$ cat src/rtl/symbol_packer_pkg.sv
// Shared widths, default constants and output-state encoding for the symbol packer.
package comm_pkg;

  localparam int SYMB_W = 16;
  localparam int BYTE_W = 8;

  localparam logic [SYMB_W-1:0] DEF_SYNC_WORD = 16'hF0A5;
  localparam logic [BYTE_W-1:0] DEF_PAD_BYTE  = 8'h00;

  typedef enum logic {
    SYNC = 1'b0,
    DATA = 1'b1
  } out_state_e;

endpackage

$ cat src/rtl/symbol_packer_if.sv
// Byte-in / symbol-out handshake bundle; master is the packer, slave is its environment.
interface symbol_packer_if #(
  parameter int DEPTH = 4
) ();

  localparam int CNT_W = $clog2(DEPTH) + 1;

  logic [comm_pkg::BYTE_W-1:0] byte_in;
  logic                        byte_valid;
  logic                        byte_ready;
  logic [comm_pkg::SYMB_W-1:0] symb_out;
  logic                        symb_valid;
  logic                        read_ready;
  logic                        frame_start;
  logic [CNT_W-1:0]            fifo_count;

  modport master (
    input  byte_in, byte_valid, read_ready,
    output byte_ready, symb_out, symb_valid, frame_start, fifo_count
  );

  modport slave (
    output byte_in, byte_valid, read_ready,
    input  byte_ready, symb_out, symb_valid, frame_start, fifo_count
  );

endinterface

$ cat src/rtl/symbol_packer_fifo.sv
// DEPTH x WIDTH synchronous FIFO with combinational head read; occupancy tracked by a counter.
module symbol_fifo #(
  parameter int DEPTH = 4,
  parameter int WIDTH = 16
) (
  input  logic                     clk,
  input  logic                     reset,
  input  logic                     push,
  input  logic [WIDTH-1:0]         din,
  input  logic                     pop,
  output logic [WIDTH-1:0]         head,
  output logic [$clog2(DEPTH):0]   count
);

  localparam int            AW       = $clog2(DEPTH);
  localparam logic [AW:0]   FULL_CNT = (AW+1)'(DEPTH);

  logic [WIDTH-1:0] mem_q [DEPTH];
  logic [AW-1:0]    wr_ptr_q;
  logic [AW-1:0]    rd_ptr_q;
  logic [AW:0]      count_q;
  logic             push_ok;
  logic             pop_ok;

  // Full/empty come from the counter so equal pointers are never ambiguous.
  assign push_ok = push && (count_q != FULL_CNT);
  assign pop_ok  = pop && (count_q != '0);

  always_ff @(posedge clk) begin
    if (push_ok) begin
      mem_q[wr_ptr_q] <= din;
    end
  end

  always_ff @(posedge clk or negedge reset) begin
    if (!reset) begin
      wr_ptr_q <= '0;
      rd_ptr_q <= '0;
      count_q  <= '0;
    end else begin
      if (push_ok) wr_ptr_q <= wr_ptr_q + 1'b1;
      if (pop_ok)  rd_ptr_q <= rd_ptr_q + 1'b1;
      case ({push_ok, pop_ok})
        2'b10:   count_q <= count_q + 1'b1;
        2'b01:   count_q <= count_q - 1'b1;
        default: count_q <= count_q;
      endcase
    end
  end

  assign head  = mem_q[rd_ptr_q];
  assign count = count_q;

endmodule

$ cat src/rtl/symbol_packer.sv
// Packs byte pairs into 16-bit symbols, buffers them and inserts a sync symbol every FRAME_LEN symbols.
// Define PACKER_FLUSH_EN to pad and push a lone held byte after FLUSH_CYCLES idle cycles.
module symbol_packer
  import comm_pkg::*;
#(
  parameter int                 DEPTH        = 4,
  parameter int                 FRAME_LEN    = 8,
  parameter logic [SYMB_W-1:0]  SYNC_WORD    = DEF_SYNC_WORD,
  parameter int                 FLUSH_CYCLES = 32,
  parameter logic [BYTE_W-1:0]  PAD_BYTE     = DEF_PAD_BYTE
) (
  input  logic             clk,
  input  logic             reset,
  symbol_packer_if.master  bus
);

  localparam int                CNT_W    = $clog2(DEPTH) + 1;
  localparam int                FRAME_W  = $clog2(FRAME_LEN + 1);
  localparam logic [CNT_W-1:0]  FULL_CNT = CNT_W'(DEPTH);

  if (DEPTH < 2 || (DEPTH & (DEPTH - 1)) != 0) begin : g_bad_depth
    $error("symbol_packer: DEPTH must be a power of 2 and at least 2");
  end
  if (FRAME_LEN < 1 || FLUSH_CYCLES < 1) begin : g_bad_len
    $error("symbol_packer: FRAME_LEN and FLUSH_CYCLES must be at least 1");
  end

  out_state_e          state_q;
  logic [FRAME_W-1:0]  frame_cnt_q;
  logic                half_valid_q, half_valid_d;
  logic [BYTE_W-1:0]   held_q, held_d;

  logic [SYMB_W-1:0]   fifo_head;
  logic [CNT_W-1:0]    fifo_count;
  logic [SYMB_W-1:0]   push_data;
  logic                push;
  logic                sync_pending;
  logic                accept;
  logic                xfer;
  logic                data_pop;
  logic                flush_fire;

  assign sync_pending = (state_q == SYNC);

  // Outputs are forced inactive while reset is held, even though sync is already pending.
  assign bus.byte_ready  = reset && !(half_valid_q && fifo_count == FULL_CNT);
  assign bus.symb_valid  = reset && (sync_pending || fifo_count != '0);
  assign bus.frame_start = reset && sync_pending;
  assign bus.symb_out    = sync_pending ? SYNC_WORD : fifo_head;
  assign bus.fifo_count  = fifo_count;

  assign accept   = bus.byte_valid && bus.byte_ready;
  assign xfer     = bus.symb_valid && bus.read_ready;
  assign data_pop = xfer && !sync_pending;

`ifdef PACKER_FLUSH_EN
  localparam int IDLE_W = $clog2(FLUSH_CYCLES + 1);
  localparam logic [IDLE_W-1:0] IDLE_LAST = IDLE_W'(FLUSH_CYCLES - 1);

  logic [IDLE_W-1:0] idle_q;

  // idle_q holds the number of idle edges already seen; this edge is the FLUSH_CYCLES-th.
  assign flush_fire = half_valid_q && !accept && (idle_q == IDLE_LAST) && (fifo_count != FULL_CNT);

  always_ff @(posedge clk or negedge reset) begin
    if (!reset) begin
      idle_q <= '0;
    end else if (accept || flush_fire || !half_valid_q) begin
      idle_q <= '0;
    end else if (idle_q != IDLE_LAST) begin
      idle_q <= idle_q + 1'b1;
    end
  end
`else
  assign flush_fire = 1'b0;
`endif

  assign push      = (accept && half_valid_q) || flush_fire;
  assign push_data = flush_fire ? {held_q, PAD_BYTE} : {held_q, bus.byte_in};

  always_comb begin
    half_valid_d = half_valid_q;
    held_d       = held_q;
    if (accept) begin
      half_valid_d = !half_valid_q;
      if (!half_valid_q) held_d = bus.byte_in;
    end else if (flush_fire) begin
      half_valid_d = 1'b0;
    end
  end

  always_ff @(posedge clk or negedge reset) begin
    if (!reset) begin
      half_valid_q <= 1'b0;
      held_q       <= '0;
    end else begin
      half_valid_q <= half_valid_d;
      held_q       <= held_d;
    end
  end

  always_ff @(posedge clk or negedge reset) begin
    if (!reset) begin
      state_q     <= SYNC;
      frame_cnt_q <= '0;
    end else begin
      case (state_q)
        SYNC: if (xfer) state_q <= DATA;
        DATA: if (data_pop) begin
          if (frame_cnt_q == FRAME_W'(FRAME_LEN - 1)) begin
            frame_cnt_q <= '0;
            state_q     <= SYNC;
          end else begin
            frame_cnt_q <= frame_cnt_q + 1'b1;
          end
        end
        default: state_q <= SYNC;
      endcase
    end
  end

  symbol_fifo #(
    .DEPTH (DEPTH),
    .WIDTH (SYMB_W)
  ) u_fifo (
    .clk   (clk),
    .reset (reset),
    .push  (push),
    .din   (push_data),
    .pop   (data_pop),
    .head  (fifo_head),
    .count (fifo_count)
  );

endmodule
$ cat src/flat_wrapper.sv
// flat-port wrapper written by rule: the top's interface ports become plain ports
module symbol_packer_flat import comm_pkg::*;
#(
  parameter int                 DEPTH        = 4,
  parameter int                 FRAME_LEN    = 8,
  parameter logic [SYMB_W-1:0]  SYNC_WORD    = DEF_SYNC_WORD,
  parameter int                 FLUSH_CYCLES = 32,
  parameter logic [BYTE_W-1:0]  PAD_BYTE     = DEF_PAD_BYTE
)
  (clk, reset, bus_byte_in, bus_byte_valid, bus_read_ready, bus_byte_ready, bus_symb_out, bus_symb_valid, bus_frame_start, bus_fifo_count);
  symbol_packer_if #(.DEPTH(DEPTH)) bus_i ();
  input  logic clk;
  input  logic reset;
  input wire logic [$bits(bus_i.byte_in)-1:0] bus_byte_in;
  input wire logic [$bits(bus_i.byte_valid)-1:0] bus_byte_valid;
  input wire logic [$bits(bus_i.read_ready)-1:0] bus_read_ready;
  output wire logic [$bits(bus_i.byte_ready)-1:0] bus_byte_ready;
  output wire logic [$bits(bus_i.symb_out)-1:0] bus_symb_out;
  output wire logic [$bits(bus_i.symb_valid)-1:0] bus_symb_valid;
  output wire logic [$bits(bus_i.frame_start)-1:0] bus_frame_start;
  output wire logic [$bits(bus_i.fifo_count)-1:0] bus_fifo_count;
  assign bus_i.byte_in = bus_byte_in;
  assign bus_i.byte_valid = bus_byte_valid;
  assign bus_i.read_ready = bus_read_ready;
  assign bus_byte_ready = bus_i.byte_ready;
  assign bus_symb_out = bus_i.symb_out;
  assign bus_symb_valid = bus_i.symb_valid;
  assign bus_frame_start = bus_i.frame_start;
  assign bus_fifo_count = bus_i.fifo_count;
  symbol_packer #(.DEPTH(DEPTH), .FRAME_LEN(FRAME_LEN), .SYNC_WORD(SYNC_WORD), .FLUSH_CYCLES(FLUSH_CYCLES), .PAD_BYTE(PAD_BYTE)) u_core (.clk(clk), .reset(reset), .bus(bus_i));
endmodule
$ cat config.mk
export PLATFORM = sky130hd
export DESIGN_NAME = symbol_packer_flat
export DESIGN_NICKNAME = d
export VERILOG_FILES = /design/src/rtl/symbol_packer_pkg.sv /design/src/rtl/symbol_packer_if.sv /design/src/rtl/symbol_packer_fifo.sv /design/src/rtl/symbol_packer.sv /design/src/flat_wrapper.sv
export SDC_FILE = /design/constraint.sdc
export NUM_CORES = 1
export LEC_CHECK = 0
export CAP_MARGIN = 25
export CORE_UTILIZATION = 50
export CTS_BUF_LIST = sky130_fd_sc_hd__clkbuf_16
export CTS_CLUSTER_DIAMETER = 120
export DETAILED_ROUTE_END_ITERATION = 6
export GPL_TIMING_DRIVEN = 1
export MAX_ROUTING_LAYER = met4
export PLACE_DENSITY = 0.85
export SKIP_LAST_GASP = 1
export SYNTH_ARGS = -nofsm -noshare
export SYNTH_HDL_FRONTEND = slang
export SYNTH_SLANG_ARGS = --single-unit
$ cat constraint.sdc
create_clock -name clk -period 1.78 [get_ports clk]
set_input_delay 0.267 -clock clk [delete_from_list [all_inputs] [get_ports clk]]
set_output_delay 0.267 -clock clk [all_outputs]
set_load 0.02 [all_outputs]
==> flow_summary_export.csv, run 1 <==
group,metric,value,unit
status,status,"complete, but fails checks",
status,failed_checks,"setup timing",
sta,finalHoldViolations,0,
cts,cts_buffers,9,
floorplanning,core-area,0.006531,mm^2
logic_synthesis,synth_ff_type,"edfxtp_1",
final_layout,drive_gt1_share,45.04,%
global_route,grt_pass1_vias,1933,
sta,min_period_over_period,113.4,%
power_and_ir_drop,sw_frac_of_total,30.39,%
cts,clock-sinks,85,
logic_synthesis,async_flop_share,24.71,%
final_layout,fin_area,0.004596,mm^2
logic_synthesis,avgSynthCellArea,18.73,um^2
logic_synthesis,synth_area,0.003465,mm^2
global_route,grt_usage,20.77,%
global_route,globalRouteOverflowTotal,0,
logic_synthesis,ys_seq_area_share,70.64,%
logic_synthesis,syn-instance-count,185,
global_route,grt_max_degree,17,
logic_synthesis,synth_xor_xnor_area_share,1.770,%
power_and_ir_drop,power_frac_seq,37.2,%
sta,clock.fmax,495.5,MHz
logic_synthesis,synth.most_common_cell,"edfxtp_1",
power_and_ir_drop,switching_power,2427,uW
power_and_ir_drop,p_clk_share,22.0,%
logic_synthesis,synth_mux_area_share,15.46,%
cts,path_clk_slew,60,ps
power_and_ir_drop,p_comb_share,40.9,%
power_and_ir_drop,ir_drop,0.001366,V
drt,drtIter0Drc,96,
setup_path,crit_path_start_kind,"flip-flop",
flow_run,max-cap-violations,0,
logic_synthesis,synth_top_family_by_area,"multiplexers",
sta,worst_slack,-238.1,ps
power_and_ir_drop,powerDensity,1737,mW/mm^2
sta,slew_violations,0,
drt,wl_per_cell,19.65,um
drt,antenna_left,0,
floorplanning,die_area,0.007266,mm^2
global_route,antenna_found_initial,0,
final_layout,final_cells,339,
place,placedCellCount,311,
setup_path,worstSetupEndpointType,"output pin",
setup_path,worstPathArrival,1750,ps
power_and_ir_drop,p_leak,0.001776,uW
sta,setup_violations,16,
logic_synthesis,synth_warnings,0,
place,dpl_cell_area,0.004125,mm^2
sta,min_period,2018,ps
cts,clock_path_buffers,2,
final_layout,syn_to_final_growth,32.65,%
floorplanning,die_h,85.24,um
floorplanning,ios,34,
cts,insertion_delay,330,ps
logic_synthesis,ys_top_cells_by_area,"edfxtp_1 55%, dfrtp_1 15%, mux4_1 6.1%, mux4_2 5.2%, mux2_2 3.9%",
floorplanning,dieWidth,85.24,um
logic_synthesis,syn_nets,204,
drt,vias,1865,
drt,wl,6662,um
setup_path,required,1510,ps
drt,first_pass_iters,4,
sta,fin_skew,4.959,ps
final_layout,nFillCells,418,
power_and_ir_drop,p_int,5558,uW
logic_synthesis,synth_compound_area_share,1.011,%
logic_synthesis,synth.cells.most_frequent,"64 x edfxtp_1, 21 x dfrtp_1, 12 x and2_1, 12 x mux2_2",
place,dp_hpwl,3988,um
logic_synthesis,ys_types,27,
sta,rsz0062_at_grt,"true",
cts,cts_root_buffer,"clkbuf_16",
final_layout,finalNetCount,276,
sta,slew_headroom,82.91,%
logic_synthesis,synthSimpleGateAreaFrac,6.212,%
setup_path,critical_path.max_fanout,5,
sta,worst_pin_slew,255.5,ps
place,place_congestion,0.7611,
power_and_ir_drop,power,7985,uW
setup_path,criticalPathCategory,"flip-flop to output pin",
hold_path,hp-class,"primary input to asynchronous set/reset pin",
logic_synthesis,synth.top_cell.area_share,55.47,%
drt,routed_via_density,5.501,
floorplanning,rows,29,
logic_synthesis,ys_seq_elements,85,
cts,h-tree-depth,3,
final_layout,diodes,0,
floorplanning,initial_core_util,53.05,%
cts,cts_tree,"yes",
logic_synthesis,synth_edf_count,64,
logic_synthesis,synth-adder-area-share,2.745,%
place,io_buffers,33,
global_route,grt_pass1_wl,10210,um
drt,route.detailed.drc,0,
logic_synthesis,yosysTopAreaCell,"edfxtp_1",
sta,fin_tns_setup,-2945,ps
layout by cell type, fill, tap and decap left out, types with 2 or more instances in the layout:
cell / count
edfxtp_1: 64
buf_4: 23
buf_6: 19
dfrtp_1: 17
mux4_2: 16
mux2_2: 12
clkdlybuf4s50_1: 12
inv_1: 10
clkbuf_16: 9
nand2b_4: 8
and2_4: 8
buf_12: 6
nor2_1: 5
ha_1: 5
and2_1: 4
a21oi_1: 4
xnor2_1: 4
dfrtp_2: 4
xor2_1: 3
nand3_1: 3
nand3_2: 2
nor2_4: 2
clkinvlp_4: 2
dlygate4sd3_1: 2
clkdlybuf4s15_1: 2
worst max-delay path: stages (launching register included):
cell and delay [ps]:
dfrtp_2 390, buf_6 120, buf_12 110, mux4_2 510
nand2b_4 160, buf_6 130
layer usage:
metal  global-route usage, %  wire [um]  vias to the layer above
li1                        -          -                      841
met1                   22.64       2720                      970
met2                   34.60       3589                       45
met3                   7.198        271                        9
met4                   8.937         80                        0
met5                       -          0                        -
power by group through the flow:
stage	clock (uW)	sequential, uW	combinational [uW]
6_report	1750	2970	3260
3_3_place_gp	0	2960	2600
2_1_floorplan	0	2940	1630
4_1_cts	1780	2960	3020
5_1_grt	1860	3000	3460
3_5_place_dp	0	3000	2650
path summary, 6_finish.rpt:
kind | from | to | slack [ps] | depth (start not counted)
min in group clk | reset | u_core.frame_cnt_q[3] | 490 | 4
max in group asynchronous | reset | u_core.u_fifo.rd_ptr_q[0] | 1130 | 3
worst min register to register | u_core.held_q[6] | u_core.u_fifo.mem_q[1][14] | 510 | 0
worst max-delay path | u_core.u_fifo.rd_ptr_q[0] | bus_symb_out[15] | -240 | 5
worst max register to register | u_core.u_fifo.count[1] | u_core.u_fifo.count[2] | 10 | 9
worst min-delay path | reset | u_core.u_fifo.count[2] | 80 | 3
logic make-up after synthesis:
| kind of cell | Yosys count |
|---|---|
| flops | 85 |
| simple gates | 38 |
| mux | 29 |
| buf+inv | 13 |
| xor+xnor | 7 |
| fa+ha+maj | 7 |
| compound gates | 6 |
stage by stage:
step	setup WS [ps]	util, %	hold slack [ps]
after floorplan	-13.22	-	-28.59
after global placement	-331.4	63.16	483.6
after detailed placement	-386.1	63.16	494.6
after CTS	-265.3	68.93	264.3
after global routing	-280.1	70.36	92.12
final	-238.1	70.36	75.32
registers in the layout, summed over array words and instances, names as in the netlist:
| signal | cells |
|---|---|
| u_core.u_fifo.rd_ptr_q | 2 |
| u_core.state_q | 1 |
| u_core.u_fifo.wr_ptr_q | 2 |
| u_core.u_fifo.count | 3 |
| u_core.half_valid_q | 1 |
| u_core.held_q | 8 |
| u_core.frame_cnt_q | 4 |
| u_core.u_fifo.mem_q | 64 |
final cells by class:
type	instances	area (um^2)	share of cell area, %
clock buffer	9	225.2	4.901
clock inverter	7	61.31	1.334
inverter	7	26.28	0.5717
multi-input combinational	87	1041	22.65
sequential	85	2452	53.36
tap	77	96.34	2.096
timing repair buffer	67	693.2	15.08
what timing repair did:
action,CTS,global route
gates cloned,1,0
pin swaps,6,3
hold buffers,0,2
setup buffers,4,7
setup endpoints to repair,21,21
gates resized for setup,112,26
endpoints found under the hold margin,0,9
No activity file was read; power rests on OpenSTA's default activity.
==> run 2, diff against run 1 <==
--- a/config.mk
+++ b/config.mk
@@ -10,9 +10,10 @@
 export CTS_BUF_LIST = sky130_fd_sc_hd__clkbuf_16
 export CTS_CLUSTER_DIAMETER = 120
 export DETAILED_ROUTE_END_ITERATION = 6
+export DONT_BUFFER_PORTS = 1
 export GPL_TIMING_DRIVEN = 1
 export MAX_ROUTING_LAYER = met4
-export PLACE_DENSITY = 0.85
+export PLACE_DENSITY = 0.67
 export SKIP_LAST_GASP = 1
 export SYNTH_ARGS = -nofsm -noshare
 export SYNTH_HDL_FRONTEND = slang
==> flow_summary_export.csv, run 2 (synthesized netlist as in run 1, its figures left out) <==
group,metric,value,unit
place,dpl_cell_area,0.003730,mm^2
cts,cts_buffers,9,
drt,antenna_left,0,
global_route,grt_max_degree,22,
place,pre_cts_slack,-41.82,ps
final_layout,final_cells,295,
global_route,globalRouteOverflowTotal,0,
place,dp_hpwl,3860,um
setup_path,criticalPathCategory,"flip-flop to output pin",
sta,clock.fmax,524.8,MHz
setup_path,cpPeakStageDelay,520,ps
setup_path,reg2regPathDepth,9,
sta,min_period,1906,ps
sta,min_period_over_period,107.1,%
power_and_ir_drop,powerDensity,1778,mW/mm^2
drt,wl,6264,um
sta,worst_pin_slew,601.0,ps
final_layout,diodes,0,
cts,clock_path_buffers,2,
place,place_congestion,0.8734,
setup_path,worstPathArrival,1640,ps
cts,insertion_delay,320,ps
status,failed_checks,"setup timing",
power_and_ir_drop,ir_drop,0.0009464,V
cts,path_clk_slew,60,ps
final_layout,largestRegisters,"u_core.u_fifo.mem_q x64, u_core.held_q x8, u_core.frame_cnt_q x4",
cts,cts_tree,"yes",
final_layout,drive_gt1_share,41.74,%
final_layout,syn_to_final_growth,21.24,%
global_route,grt-busiest-layer,"met2",
hold_path,hold_depth,0,
floorplanning,rows,29,
global_route,use_met2,33.43,%
sta,fin_skew,3.897,ps
floorplanning,ios,34,
global_route,grt_usage,20.17,%
power_and_ir_drop,p_leak,0.001565,uW
cts,cts_root_buffer,"clkbuf_16",
cts,h-tree-depth,3,
sta,slew_headroom,59.75,%
power_and_ir_drop,power,7469,uW
final_layout,regMostFlops,"u_core.u_fifo.mem_q",
setup_path,cp_slowest_cell,"mux4_2",
global_route,antenna_found_initial,0,
sta,worst_slack,-125.5,ps
sta,finalHoldViolations,0,
drt,vias,1665,
sta,setup_violations,17,
drt,drtIter0Drc,84,
setup_path,required,1510,ps
global_route,grt_pass1_wl,10270,um
sta,rsz0062_at_grt,"true",
status,status,"complete, but fails checks",
global_route,use_met3,5.447,%
final_layout,nFillCells,436,
final_layout,layout_commonest_cell,"edfxtp_1",
drt,routed_via_density,5.644,
floorplanning,dieWidth,85.24,um
final_layout,finalNetCount,233,
final_layout,multi_input_area,0.001031,mm^2
cts,clock-sinks,85,
global_route,use_met1,23.53,%
floorplanning,die_h,85.24,um
floorplanning,core-area,0.006531,mm^2
drt,wl_per_cell,21.23,um
setup_path,critical_path.max_fanout,6,
flow_run,max-cap-violations,0,
hold_path,hp-class,"primary input to flip-flop",
final_layout,final_cell_mix,"64 x edfxtp_1, 17 x dfrtp_1, 16 x mux4_2, 14 x buf_4, 12 x mux2_2",
place,io_buffers,0,
floorplanning,die_area,0.007266,mm^2
drt,first_pass_iters,4,
setup_path,crit_path_start_kind,"flip-flop",
final_layout,seqCellArea,0.002452,mm^2
setup_path,crit_chain,"buf_12 > mux4_2 > and2_4",
sta,slew_violations,0,
place,placedCellCount,271,
drt,route.detailed.drc,0,
global_route,grt_pass1_vias,1892,
final_layout,fin_area,0.004200,mm^2
final_layout,largest_reg_flops,64,
sta,worst_hold_slack,34.67,ps
floorplanning,initial_core_util,53.05,%
setup_path,worstSetupEndpointType,"output pin",
[run 2: cell count changes in the layout (fill, tap and decap cells not counted), moves of 2 or more]
| cell | delta |
|---|---|
| buf_4 | -9 |
| buf_6 | -19 |
| buf_8 | +2 |
| clkdlybuf4s15_1 | -2 |
| clkdlybuf4s50_1 | -12 |
| clkinv_2 | +2 |
| clkinvlp_4 | -2 |
| inv_1 | -3 |
| nand3_1 | +2 |
| nand3_2 | -2 |
[run 2: layer usage]
layer / share of wire (%) / routed length [um] / vias to the layer above
met5: 0 / 0 / -
met4: 1.0 / 65 / 0
met3: 5.0 / 313 / 7
met2: 52 / 3285 / 38
met1: 41 / 2599 / 858
li1: - / - / 762
[run 2: path summary, 6_finish.rpt]
check                                          start                    endpoint  slack, ps
hold / removal                        bus_byte_in[6]   u_core.u_fifo.mem_q[0][6]         30
hold reg to reg                     u_core.held_q[5]  u_core.u_fifo.mem_q[2][13]        510
max in group asynchronous                      reset   u_core.u_fifo.rd_ptr_q[0]        890
min in group asynchronous                      reset            u_core.held_q[5]        390
setup / recovery           u_core.u_fifo.rd_ptr_q[0]             bus_symb_out[6]       -130
setup reg to reg              u_core.u_fifo.count[1]      u_core.u_fifo.count[2]        -10
[run 2: layout make-up]
type	instances	share of cell area [%]
clock buffers	9	5.362
clock inverters	6	1.877
inverters	7	0.6256
multi-input cells	87	24.55
flip-flops and latches	85	58.39
well taps	77	2.294
repair buffers	24	6.911
[run 2: critical path: cells and delay by family (launching register included)]
kind                   cells  cell delay, ps
buffers and inverters      1             160
flip-flops                 1             440
multiplexers               1             520
AND/OR/NAND/NOR            1             200
[run 2: timing repair]
action	CTS	global route
buffers inserted	6	0
endpoints found under the hold margin	21	0
gates resized for setup	43	2
gates cloned	1	0
endpoints found under the setup margin	17	18
hold buffers	1	0
pin swaps	4	0
[run 2: stage by stage]
stage               setup TNS, ps  util [%]
floorplan                  -13.22         -
global placement                0     57.11
detailed placement         -41.82     57.11
CTS                         -2378     64.18
global route                -2565     64.31
finish                      -1574     64.31
[run 2: where the power goes]
group | internal, uW | switching, uW
combinational | 1350 | 1280
clock | 1210 | 676
sequential | 2630 | 319
